--- config.mk ---
export PLATFORM = sky130hd
export DESIGN_NAME = be_clock_gen
export DESIGN_NICKNAME = d
export VERILOG_FILES = /design/src/rtl/be_clock_pkg.sv /design/src/rtl/be_clock_debounce.sv /design/src/rtl/be_clock_gen.sv
export SDC_FILE = /design/constraint.sdc
export NUM_CORES = 1
export LEC_CHECK = 0
export BUFFER_PORTS_ARGS = -buffer_cell sky130_fd_sc_hd__buf_4
export CORE_ASPECT_RATIO = 0.75
export CORE_MARGIN = 2
export CORE_UTILIZATION = 55
export DETAILED_ROUTE_END_ITERATION = 7
export PLACE_DENSITY = 0.75
export SLEW_MARGIN = 20
export SYNTH_ARGS = -nofsm -noshare
export SYNTH_HDL_FRONTEND = slang
export SYNTH_SLANG_ARGS = --single-unit
--- constraint.sdc ---
create_clock -name iCLK -period 2.5 [get_ports iCLK]
set_input_delay 0.5 -clock iCLK [delete_from_list [all_inputs] [get_ports iCLK]]
set_output_delay 0.5 -clock iCLK [all_outputs]
set_load 0.1 [all_outputs]
--- src/rtl/be_clock_pkg.sv ---
// Shared constants and helpers for the computer clock generator.
// Divider terminal counts are computed at elaboration time from the oscillator frequency.
// No flow control: pure definitions.
package be_clock_pkg;

    localparam int unsigned CLK_FREQ_HZ_DEF = 50_000_000;
    localparam int unsigned CNT_W           = $clog2(CLK_FREQ_HZ_DEF);

    typedef enum logic {
        MODE_CONT   = 1'b0,
        MODE_MANUAL = 1'b1
    } clk_mode_e;

    // Half-period length in oscillator cycles for an output of 2^div Hz.
    function automatic int unsigned half_count(input int unsigned freq, input logic [2:0] div);
        return freq / (32'd2 << div);
    endfunction

    // Terminal value the divider counter compares against (never below zero).
    function automatic int unsigned half_limit(input int unsigned freq, input logic [2:0] div);
        int unsigned h;
        h = half_count(freq, div);
        return (h == 0) ? 0 : h - 1;
    endfunction

    function automatic int unsigned cnt_width(input int unsigned freq);
        return ($clog2(freq) > CNT_W) ? $clog2(freq) : CNT_W;
    endfunction

endpackage

--- src/rtl/be_clock_debounce.sv ---
// Two-flop synchronizer followed by a stable-count debouncer for a bouncy push button.
// Latency: 2 sync cycles + DEBOUNCE_CYCLES stable cycles before the level changes.
// No backpressure: output is a level, updated every cycle.
module be_clock_debounce
    import be_clock_pkg::*;
#(
    parameter int unsigned DEBOUNCE_CYCLES = 500_000
) (
    input  logic iCLK,
    input  logic iRST,
    input  logic btn,
    output logic level
);

    localparam int unsigned CW = (DEBOUNCE_CYCLES > 1) ? $clog2(DEBOUNCE_CYCLES) : 1;

    logic          btn_s1;
    logic          btn_s2;
    logic [CW-1:0] cnt;

    always_ff @(posedge iCLK) begin
        if (iRST) begin
            btn_s1 <= 1'b0;
            btn_s2 <= 1'b0;
        end else begin
            btn_s1 <= btn;
            btn_s2 <= btn_s1;
        end
    end

    // Any cycle where the input agrees with the accepted level restarts the count.
    always_ff @(posedge iCLK) begin
        if (iRST) begin
            level <= 1'b0;
            cnt   <= '0;
        end else if (btn_s2 == level) begin
            cnt <= '0;
        end else if (cnt == CW'(DEBOUNCE_CYCLES - 1)) begin
            level <= btn_s2;
            cnt   <= '0;
        end else begin
            cnt <= cnt + 1'b1;
        end
    end

endmodule

--- src/rtl/be_clock_gen.sv ---
// Computer clock source: divided continuous clock, debounced manual step, active-low halt.
// Latency: HLT/CLK_SELECT to CLK 3 cycles; CLK_STEP to CLK 3 + DEBOUNCE_CYCLES cycles.
// No backpressure: CLK/NOT_CLK are free-running registered outputs.
module be_clock_gen
    import be_clock_pkg::*;
#(
    parameter int unsigned CLK_FREQ_HZ     = 50_000_000,
    parameter int unsigned DEBOUNCE_CYCLES = 500_000
) (
    input  logic       iCLK,
    input  logic       iRST,
    input  logic       CLK_SELECT,
    input  logic       CLK_STEP,
    input  logic       HLT,
    input  logic [2:0] DIV_CLK,
    output logic       CLK,
    output logic       NOT_CLK
);

    localparam int unsigned CW = cnt_width(CLK_FREQ_HZ);

    logic          sel_s1;
    logic          sel_s2;
    logic          hlt_s1;
    logic          hlt_s2;
    logic [2:0]    div_s1;
    logic [2:0]    div_s2;
    logic          step_lvl;
    clk_mode_e     mode;
    logic [CW-1:0] cnt;
    logic [CW-1:0] cnt_nxt;
    logic [CW-1:0] half_lim;
    logic          cont_clk;
    logic          cont_nxt;
    logic          clk_nxt;

    always_ff @(posedge iCLK) begin
        if (iRST) begin
            sel_s1 <= 1'b0;
            sel_s2 <= 1'b0;
            hlt_s1 <= 1'b0;
            hlt_s2 <= 1'b0;
            div_s1 <= '0;
            div_s2 <= '0;
        end else begin
            sel_s1 <= CLK_SELECT;
            sel_s2 <= sel_s1;
            hlt_s1 <= HLT;
            hlt_s2 <= hlt_s1;
            div_s1 <= DIV_CLK;
            div_s2 <= div_s1;
        end
    end

    be_clock_debounce #(
        .DEBOUNCE_CYCLES(DEBOUNCE_CYCLES)
    ) u_step_db (
        .iCLK  (iCLK),
        .iRST  (iRST),
        .btn   (CLK_STEP),
        .level (step_lvl)
    );

    assign mode = clk_mode_e'(sel_s2);

    // Eight constant terminal counts; the selected rate just picks one.
    always_comb begin
        half_lim = '0;
        for (int k = 0; k < 8; k++) begin
            if (div_s2 == 3'(k)) begin
                half_lim = CW'(half_limit(CLK_FREQ_HZ, 3'(k)));
            end
        end
    end

    // Divider parks at zero with a low phase whenever it is not the active source,
    // so resuming always starts with a full low half-period.
    always_comb begin
        cnt_nxt  = cnt;
        cont_nxt = cont_clk;
        clk_nxt  = CLK;
        if (!hlt_s2 || mode == MODE_MANUAL) begin
            cnt_nxt  = '0;
            cont_nxt = 1'b0;
        end else if (cnt >= half_lim) begin
            cnt_nxt  = '0;
            cont_nxt = ~cont_clk;
        end else begin
            cnt_nxt = cnt + 1'b1;
        end

        if (!hlt_s2) begin
            clk_nxt = 1'b0;
        end else if (mode == MODE_MANUAL) begin
            clk_nxt = step_lvl;
        end else begin
            clk_nxt = cont_clk;
        end
    end

    always_ff @(posedge iCLK) begin
        if (iRST) begin
            cnt      <= '0;
            cont_clk <= 1'b0;
            CLK      <= 1'b0;
            NOT_CLK  <= 1'b1;
        end else begin
            cnt      <= cnt_nxt;
            cont_clk <= cont_nxt;
            CLK      <= clk_nxt;
            NOT_CLK  <= ~clk_nxt;
        end
    end

endmodule

==> results of run 1 <==
-- cells by family after synthesis --
logic type / count (synthesis)
simple gates: 170
fa+ha+maj: 27
compound gates: 30
xor+xnor: 42
flops: 61
buf+inv: 21
mux: 2
-- routing by layer --
layer	vias up	wire [um]
met4	0	144
met3	14	417
li1	1237	-
met5	-	0
met2	72	2970
met1	1149	3110
-- layout make-up --
class / count / area share, %
well taps: 75 / 2.52
flip-flops and latches: 61 / 33.1
repair buffers: 22 / 6.25
clock inverters: 5 / 2.22
multi-input cells: 271 / 50.7
clock buffers: 11 / 4.06
inverters: 12 / 1.21
-- synthesized netlist by cell type (all sizes together) (7+ instances only) --
cell   number  area share, %
xor2       20            5.7
ha         27             11
dfxtp      61             40
o21ai       7            1.1
nor2       75            9.4
nand2      26            3.2
a21oi      12            2.0
nand3      17            3.3
inv        12            1.5
xnor2      22            6.3
nor2b      12            2.5
nand4       9            1.8
-- per-stage QoR --
stage | TNS [ns] | setup slack [ns] | utilization (%) | cell area, um^2
floorplan | 0 | 0.0221 | - | 3060
global placement | -0.418 | -0.0205 | 60.5 | 3240
detailed placement | -0.646 | -0.0365 | 60.5 | 3240
CTS | 0 | 0.00391 | 65.0 | 3480
global route | -1.36 | -0.0710 | 69.6 | 3730
finish | -0.687 | -0.0488 | 69.6 | 3730
-- power by group through the flow --
stage,logic [W],registers (W),clock network [W]
after detailed placement,0.0000791,0.00101,0
after CTS,0.0000815,0.000987,0.00103
final,0.000105,0.000986,0.00101
after global placement,0.0000764,0.00101,0
after global routing,0.000114,0.000987,0.00106
after floorplan,0.0000545,0.00101,0
-- state kept, by name, indices dropped and copies added, names as in the netlist --
| register | count |
|---|---|
| CLK | 1 |
| NOT_CLK | 1 |
| cnt | 26 |
| cont_clk | 1 |
| div_s1 | 3 |
| div_s2 | 3 |
| hlt_s1 | 1 |
| hlt_s2 | 1 |
| mode | 1 |
| sel_s1 | 1 |
| u_step_db.btn_s1 | 1 |
| u_step_db.btn_s2 | 1 |
| u_step_db.cnt | 19 |
| u_step_db.level | 1 |
-- worst register-to-register path, delay by kind of cell, from the launching register on --
family          cells  cell delay (ns)
compound gates      3             0.70
fa+ha+maj           1             0.23
flops               1             0.37
buf+inv             2             0.35
simple gates        4             0.84
-- worst max path at each step --
stage	to	slack (ns)
after floorplan	cnt[10]$_SDFF_PP0_	0.02
after global placement	cnt[23]$_SDFF_PP0_	-0.02
after detailed placement	cnt[19]$_SDFF_PP0_	-0.04
after CTS	cnt[19]$_SDFF_PP0_	0.004
after global routing	cnt[13]$_SDFF_PP0_	-0.07
final	cnt[19]$_SDFF_PP0_	-0.05
-- what timing repair did --
| action | 4_1_cts | 5_1_grt |
|---|---|---|
| setup endpoints to repair | 27 | 27 |
| pin swaps | 0 | 10 |
| hold endpoints to repair | 0 | 0 |
| hold buffers | 0 | 0 |
| gates resized for setup | 3 | 51 |
| buffers inserted | 0 | 2 |
| gates cloned | 0 | 3 |
==> flow_summary.ini, run 1 <==
[cells_and_area]
drive_gt1_share_pct = 21.5
final_cell_mix = 58 x dfxtp_1, 54 x nor2_1, 26 x ha_1, 25 x nand2_1, 22 x xnor2_1
fill_cells = 432
syn2layout_area_growth_pct = 21.7
diodes = 0
regArea_mm2 = 0.00123
finalNetCount = 412
stdcell_count = 457
multi_input_area_mm2 = 0.00189
final_common_cell = dfxtp_1

[power_and_ir_drop]
comb_power_share_pct = 5.0
p_int_w = 0.00165
ir_worst_vdd_mv = 0.424
totalPowerFinal_w = 0.00210
clkPwrFrac_pct = 48.2
cellPowerDensity_mw_per_mm2 = 565
seqPwrFrac_pct = 46.9
p_leak_nw = 1.43
switching_power_w = 0.000459
swShare_pct = 21.8

[clocking]
numCtsBuffers = 9
cts_tree = yes
clkSlewWorstSetupHoldPaths_ns = 0.07
clock_path_buffers = 2
htree_levels = 3
cts.sinks = 61
clk_latency_ns = 0.35
cts_root_buf = clkbuf_8

[floorplanning]
io_pins = 10
rows = 23
core_mm2 = 0.00535
chipHeight_um = 68.6
dieWidth_um = 90.1
start_util_pct = 57.2
die-area_mm2 = 0.00618

[sta]
relSlewSlack_pct = 68.7
rsz0062_at_grt = yes
fin_skew_ns = 0.0102
fin_crit_sh_pct = 102
setup_slack_ns = -0.0488
hold_viol = 0
period_needed_ns = 2.55
slew_violations = 0
whs_ns = 0.362
tightest_slew_ns = 0.466
setup_viol = 26
fmax_ghz = 0.392

[routing]
wl_per_cell_um = 14.5
dr.first_iter.drc_count = 184
wl_mm = 6.65
drc = 0
firstDrtPassIters = 4
avgViaCountPerCell = 5.41
via_count = 2472
antenna_left = 0

[global_route]
use_met3_pct = 5.43
grt_pass1_vias = 2172
grt_pass1_wl_mm = 9.66
grt_max_degree = 22
grtUsageMet2_pct = 32.2
grt.busiest_layer = met2
use_met1_pct = 25.9
track_usage_pct = 20.3
antenna_found_initial = 0
grt_overflow = 0

[critical_path]
reg2reg_depth = 10
rr_endpoint = cnt[19]$_SDFF_PP0_
worst-path-stages = 10
critPathTopFamily = simple AND/OR/NAND/NOR gates
crit_buf_inv = 2
crit_arrival_ns = 2.83
worst-path-max-fanout = 9
r2r-start = div_s2[1]$_SDFF_PP0_
required_ns = 2.78
endpoint_kind = flop
start_kind = flop
crit_type = reg -> reg
r2r_slack_ns = -0.05
worstSetupStartpoint = div_s2[1]$_SDFF_PP0_
cp_cell_sequence = buf_8, or3_4, ha_4, nand4b_1, o21ai_1, a211o_1, a221oi_4, nand3_4, buf_12, nor2_2
max_stage_delay_ns = 0.37
cp_slowest_cell = dfxtp_4

[synth]
yosys.area_share.simple_pct = 26.9
synth-adder-area-share_pct = 11.0
ys_seq_area_share_pct = 39.9
synth-warning-count = 0
synth_ff_type = dfxtp_1
async_flop_share_pct = 0
synth_area_mm2 = 0.00306
synth_top_family_by_area = simple AND/OR/NAND/NOR gates
avgSynthCellArea_um2 = 8.67
synthXorXnorAreaFrac_pct = 12.0
ys_ff_latch = 61
synth-edff-count = 0
muxShareOfSynthArea_pct = 0.654
yosys.cell_types.count = 37
synthCells = 353
synth-compound-area-share_pct = 6.17
syn_nets = 388

[min_path]
hold_class = in -> reg
min_to = div_s1[0]$_SDFF_PP0_
hp-start = DIV_CLK[0]
min_delay_path_depth = 2

[placed_design]
hpwl_mm = 4.10
dp_cells = 436
portBuffers = 9
globalplace.congestion = 0.835

[run_status]
status = finished, violations left
violations = negative setup slack

[run]
max-cap-violations = 0
(Power assumes the default switching activity.)
==> inputs of run 2 (changes only) <==
==> constraint.sdc (replaced) <==
create_clock -name iCLK -period 2.25 [get_ports iCLK]
set_input_delay 0.45 -clock iCLK [delete_from_list [all_inputs] [get_ports iCLK]]
set_output_delay 0.45 -clock iCLK [all_outputs]
set_load 0.1 [all_outputs]
==> run 2 against run 1 <==
  * The run still ends with negative setup slack left
  * Total power is 0.97% higher
  * First-iteration DRC count is 45% lower
  * Worst hold slack worse by 0.066 ns
  * Cell area is 3.6% higher
  * Setup slack worse by 0.18 ns
  * Core utilization is 2.5 points higher
  * Critical endpoint is now cnt[14]$_SDFF_PP0_
==> flow_summary.ini, run 2 (synthesis results as in run 1) <==
[clocking]
clk_latency_ns = 0.36
ctsHoldBuffers = 0
numCtsBuffers = 9
clock_path_buffers = 2
cts_tree = yes
clkSlewWorstSetupHoldPaths_ns = 0.08
cts.sinks = 61
cts_root_buf = clkbuf_8
htree_levels = 3

[critical_path]
r2r-start = div_s2[0]$_SDFF_PP0_
crit_type = reg -> reg
worst-path-max-fanout = 6
crit_arrival_ns = 2.77
required_ns = 2.55
endpoint_kind = flop
start_kind = flop
reg2reg_depth = 13
rr_endpoint = cnt[14]$_SDFF_PP0_
r2r_slack_ns = -0.22

[routing]
drc = 0
dr.first_iter.drc_count = 102
firstDrtPassIters = 4
avgViaCountPerCell = 5.27
wl_per_cell_um = 13.6
via_count = 2507
wl_mm = 6.50
antenna_left = 0

[sta]
tightest_slew_ns = 0.494
whs_ns = 0.296
fin_skew_ns = 0.0107
slew_violations = 0
relSlewSlack_pct = 66.8
fin_crit_sh_pct = 110
fmax_ghz = 0.404
setup_viol = 27
rsz0062_at_grt = yes
period_needed_ns = 2.47
setup_slack_ns = -0.224
hold_viol = 0

[cells_and_area]
drive_gt1_share_pct = 25.4
final_common_cell = dfxtp_1
final_cell_mix = 58 x dfxtp_1, 55 x nor2_1, 35 x buf_4, 26 x nand2_1, 24 x ha_1
syn2layout_area_growth_pct = 26.1
fin_util_pct = 72.1
largestRegisters = cnt: 26 flops, u_step_db.cnt: 19 flops
largest_register_ffs = 26
diodes = 0
finalInstanceArea_mm2 = 0.00386
finalNetCount = 431
largest_register = cnt

[global_route]
grt_max_degree = 20
grt_overflow = 0
grt_pass1_vias = 2118
grt_pass1_wl_mm = 9.67
antenna_found_initial = 0
track_usage_pct = 20.4

[power_and_ir_drop]
totalPowerFinal_w = 0.00213
p_leak_nw = 1.48
cellPowerDensity_mw_per_mm2 = 551
ir_worst_vdd_mv = 0.489

[placed_design]
globalplace.congestion = 0.827
dp_slack_ns = -0.289
placed_area_mm2 = 0.00338
hpwl_mm = 4.40
portBuffers = 9

[min_path]
hold_class = in -> reg
hp-start = HLT
min_delay_path_depth = 2
min_to = hlt_s1$_SDFF_PP0_

[floorplanning]
io_pins = 10
rows = 23
core_mm2 = 0.00535
die-area_mm2 = 0.00618
dieWidth_um = 90.1
start_util_pct = 57.2
chipHeight_um = 68.6

[run_status]
violations = negative setup slack
status = finished, violations left

[run]
max-cap-violations = 0
[run 2: how the worst max path moves through the flow]
stage / from / end / slack, ns / cells after the start
floorplan: div_s2[0]$_SDFF_PP0_ / cnt[10]$_SDFF_PP0_ / -0.06 / 11
global placement: div_s2[2]$_SDFF_PP0_ / cnt[21]$_SDFF_PP0_ / -0.15 / 12
detailed placement: div_s2[2]$_SDFF_PP0_ / cnt[7]$_SDFF_PP0_ / -0.29 / 12
CTS: div_s2[1]$_SDFF_PP0_ / cnt[7]$_SDFF_PP0_ / -0.17 / 10
global route: div_s2[0]$_SDFF_PP0_ / cnt[0]$_SDFF_PP0_ / -0.30 / 13
finish: div_s2[0]$_SDFF_PP0_ / cnt[14]$_SDFF_PP0_ / -0.22 / 13
[run 2: routing by layer]
layer	wire, um	GRT usage, %	share of wire (%)
met1	3190	26.9	49
met2	2850	29.4	44
met3	347	7.39	5.3
met4	107	11.2	1.6
met5	0	0	0
[run 2: critical path, cell delays in order, from the launching register on]
cell	delay [ns]
dfxtp_4	0.38
buf_4	0.15
nor2_1	0.07
buf_4	0.16
nor2_4	0.11
inv_1	0.05
ha_1	0.29
a21o_1	0.19
a211oi_1	0.24
o21ai_1	0.15
o2111ai_4	0.15
nand3_4	0.19
clkbuf_16	0.21
nor2_1	0.09
[run 2: power by group]
| group | switching, W | internal, W |
|---|---|---|
| clock | 0.000477 | 0.000411 |
| sequential | 0.00000739 | 0.00109 |
| combinational | 0.0000669 | 0.0000734 |
| total | 0.000552 | 0.00157 |
[run 2: area by class of cell]
cell class	count	area, um^2
Clock buffer	9	124
Inverter	12	47.5
Multi-Input combinational cell	271	1920
Timing Repair Buffer	41	384
Sequential cell	61	1230
Fill cell	394	1490
Tap cell	75	93.8
Clock inverter	7	56.3
[run 2: metrics by stage]
stage               cells  setup TNS, ns
finish                476          -5.57
global route          476          -7.67
CTS                   470          -4.04
detailed placement    452          -7.25
global placement      452          -3.89
floorplan             353          -1.17
[run 2: timing repair]
item,4_1_cts,5_1_grt
setup endpoints to repair,27,27
resized for setup,10,40
pin swaps,2,18
cloned,0,2
buffers inserted,2,4
==> inputs of run 3 (changes only) <==
--- a/config.mk
+++ b/config.mk
@@ -5,12 +5,13 @@
 export SDC_FILE = /design/constraint.sdc
 export NUM_CORES = 1
 export LEC_CHECK = 0
+export ABC_AREA = 1
 export BUFFER_PORTS_ARGS = -buffer_cell sky130_fd_sc_hd__buf_4
-export CORE_ASPECT_RATIO = 0.75
+export CORE_ASPECT_RATIO = 0.7
 export CORE_MARGIN = 2
-export CORE_UTILIZATION = 55
+export CORE_UTILIZATION = 56
 export DETAILED_ROUTE_END_ITERATION = 7
-export PLACE_DENSITY = 0.75
+export PLACE_DENSITY = 0.76
 export SLEW_MARGIN = 20
 export SYNTH_ARGS = -nofsm -noshare
 export SYNTH_HDL_FRONTEND = slang
==> run 3 against run 2 <==
  * The run now ends clean
  * Cell count is 31% higher
  * Die area increased by 12%
  * Fmax up 13%
  * Register-to-register slack gained 0.28 ns
==> flow_summary.ini, run 3 <==
[run_status]
status = finished clean

[critical_path]
endpoint_kind = flop
cp_slowest_cell = dfxtp_4
crit_type = reg -> reg
critPathTopFamily = simple AND/OR/NAND/NOR gates
start_kind = flop
required_ns = 2.54
worst-path-max-fanout = 6
crit_arrival_ns = 2.48
max_stage_delay_ns = 0.37
crit_buf_inv = 2
cp_cell_sequence = inv_4, nor2_4, nor2_4, nor2_2, ha_1, a21oi_1, nand2_2, nand2_2, nand2_1, nand2_2, nand3_2, nor2_4, nand2_4, clkbuf_16, a21oi_2

[cells_and_area]
drive_gt1_share_pct = 22.8
finalNetCount = 576
largestRegisters = cnt: 26 flops, u_step_db.cnt: 19 flops
largest_register_ffs = 26
largest_register = cnt
final_cell_mix = 88 x nand2_1, 77 x nor2_1, 69 x inv_1, 58 x dfxtp_1
syn2layout_area_growth_pct = 21.9
stdcell_count = 623
diodes = 0
final_common_cell = nand2_1
fill_cells = 473
regArea_mm2 = 0.00123
multi_input_area_mm2 = 0.00216
finalInstanceArea_mm2 = 0.00429

[power_and_ir_drop]
p_leak_nw = 1.86
totalPowerFinal_w = 0.00228
cellPowerDensity_mw_per_mm2 = 532
ir_worst_vdd_mv = 0.537

[placed_design]
placed_area_mm2 = 0.00375
globalplace.congestion = 0.955
dp_slack_ns = -0.0389
dp_cells = 597
hpwl_mm = 5.98
portBuffers = 9

[synth]
yosys.cell_types.count = 34
synth_top_area_share_pct = 34.7
synth.most_common_cell = nand2_1
ys_ff_latch = 61
synth_area_mm2 = 0.00352
synth-warning-count = 0
syn_nets = 539
synth-edff-count = 0
async_flop_share_pct = 0
avgSynthCellArea_um2 = 6.99
synth_top_cell_by_area = dfxtp_1
synthTopCellsByCount = 100 x nand2_1, 99 x nor2_1, 73 x inv_1
synth_area_leaders = dfxtp_1 35%, nand2_1 11%, nor2_1 11%
synth_ff_type = dfxtp_1
synthCells = 504
ys_seq_area_share_pct = 34.7

[routing]
firstDrtPassIters = 5
wl_per_cell_um = 13.9
drc = 0
antenna_left = 0
wl_mm = 8.68
via_count = 3301
dr.first_iter.drc_count = 206
avgViaCountPerCell = 5.30

[sta]
fin_skew_ns = 0.0111
period_needed_ns = 2.20
fin_crit_sh_pct = 97.6
setup_slack_ns = 0.0532
setup_viol = 0
hold_viol = 0
tightest_slew_ns = 0.423
fmax_ghz = 0.455
slew_violations = 0
relSlewSlack_pct = 71.6

[floorplanning]
die-area_mm2 = 0.00695
core_mm2 = 0.00616
rows = 24
io_pins = 10
start_util_pct = 57.2
dieWidth_um = 98.8
chipHeight_um = 70.3

[global_route]
track_usage_pct = 23.7
grt_max_degree = 24
grt_pass1_vias = 2831
antenna_found_initial = 0
grt_overflow = 0
grt_pass1_wl_mm = 13.0

[run]
max-cap-violations = 0

[clocking]
ctsHoldBuffers = 0
clock_path_buffers = 2
cts.sinks = 61
cts_tree = yes
clkSlewWorstSetupHoldPaths_ns = 0.07
numCtsBuffers = 9
htree_levels = 3
cts_root_buf = clkbuf_8
clk_latency_ns = 0.35

[min_path]
hold_class = in -> reg
==> run 3: final cells by class <==
| type | instances | share of cell area (%) |
|---|---|---|
| clock inverter | 6 | 2.07 |
| tap | 78 | 2.27 |
| timing repair buffer | 31 | 6.71 |
| inverter | 77 | 6.97 |
| sequential | 61 | 28.7 |
| multi-input combinational | 361 | 50.4 |
| clock buffer | 9 | 2.89 |
==> run 3: power breakdown <==
part	internal (W)	switching (W)	total (W)
logic	0.0000559	0.0000754	0.000131
clock network	0.000616	0.000435	0.00105
registers	0.00109	0.0000100	0.00110
total	0.00176	0.000521	0.00228
==> run 3: path summary, 6_finish.rpt <==
check | start | endpoint | slack, ns | cells after the start
min | CLK_STEP | u_step_db.btn_s1$_SDFF_PP0_ | 0.31 | 3
max reg2reg | div_s2[1]$_SDFF_PP0_ | cnt[25]$_SDFF_PP0_ | 0.05 | 15
max | div_s2[1]$_SDFF_PP0_ | cnt[25]$_SDFF_PP0_ | 0.05 | 15
min reg2reg | div_s1[2]$_SDFF_PP0_ | div_s2[2]$_SDFF_PP0_ | 0.39 | 2
==> run 3: routing by layer <==
metal,global-route usage (%),part of all wire (%)
met2,34.6,43
met5,0,0
met3,5.41,7.0
met4,7.61,2.5
met1,34.5,47
==> run 3: timing repair <==
action / in CTS / in global routing
setup buffers: 0 / 8
resized for setup: 7 / 62
pin swaps: 0 / 19
cloned: 0 / 3
endpoints found under the setup margin: 26 / 26
==> run 3: logic make-up (layout without fill, tap and decap cells) <==
family	after synthesis	count (layout)	synth area share, %
DFF	61	61	34.7
adders and majority gates	27	27	9.59
and+or+nand+nor	282	282	36.2
AOI/OAI and AO/OA	27	27	4.26
buffers and inverters	82	123	9.06
xor gates and xnor gates	25	25	6.22
==> run 3: tightest hold or removal path, cell delays in order <==
cell	delay, ns
buf_4	0.07
inv_1	0.03
nor2_1	0.07
==> run 3: stage by stage <==
step                      utilization (%)  hold WS [ns]  TNS (ns)
after CTS                            64.7         0.286         0
after floorplan                         -         0.388         0
after global routing                 69.7         0.301     -1.37
after detailed placement             61.0         0.395    -0.642
final                                69.7         0.307         0
after global placement               61.0         0.390         0
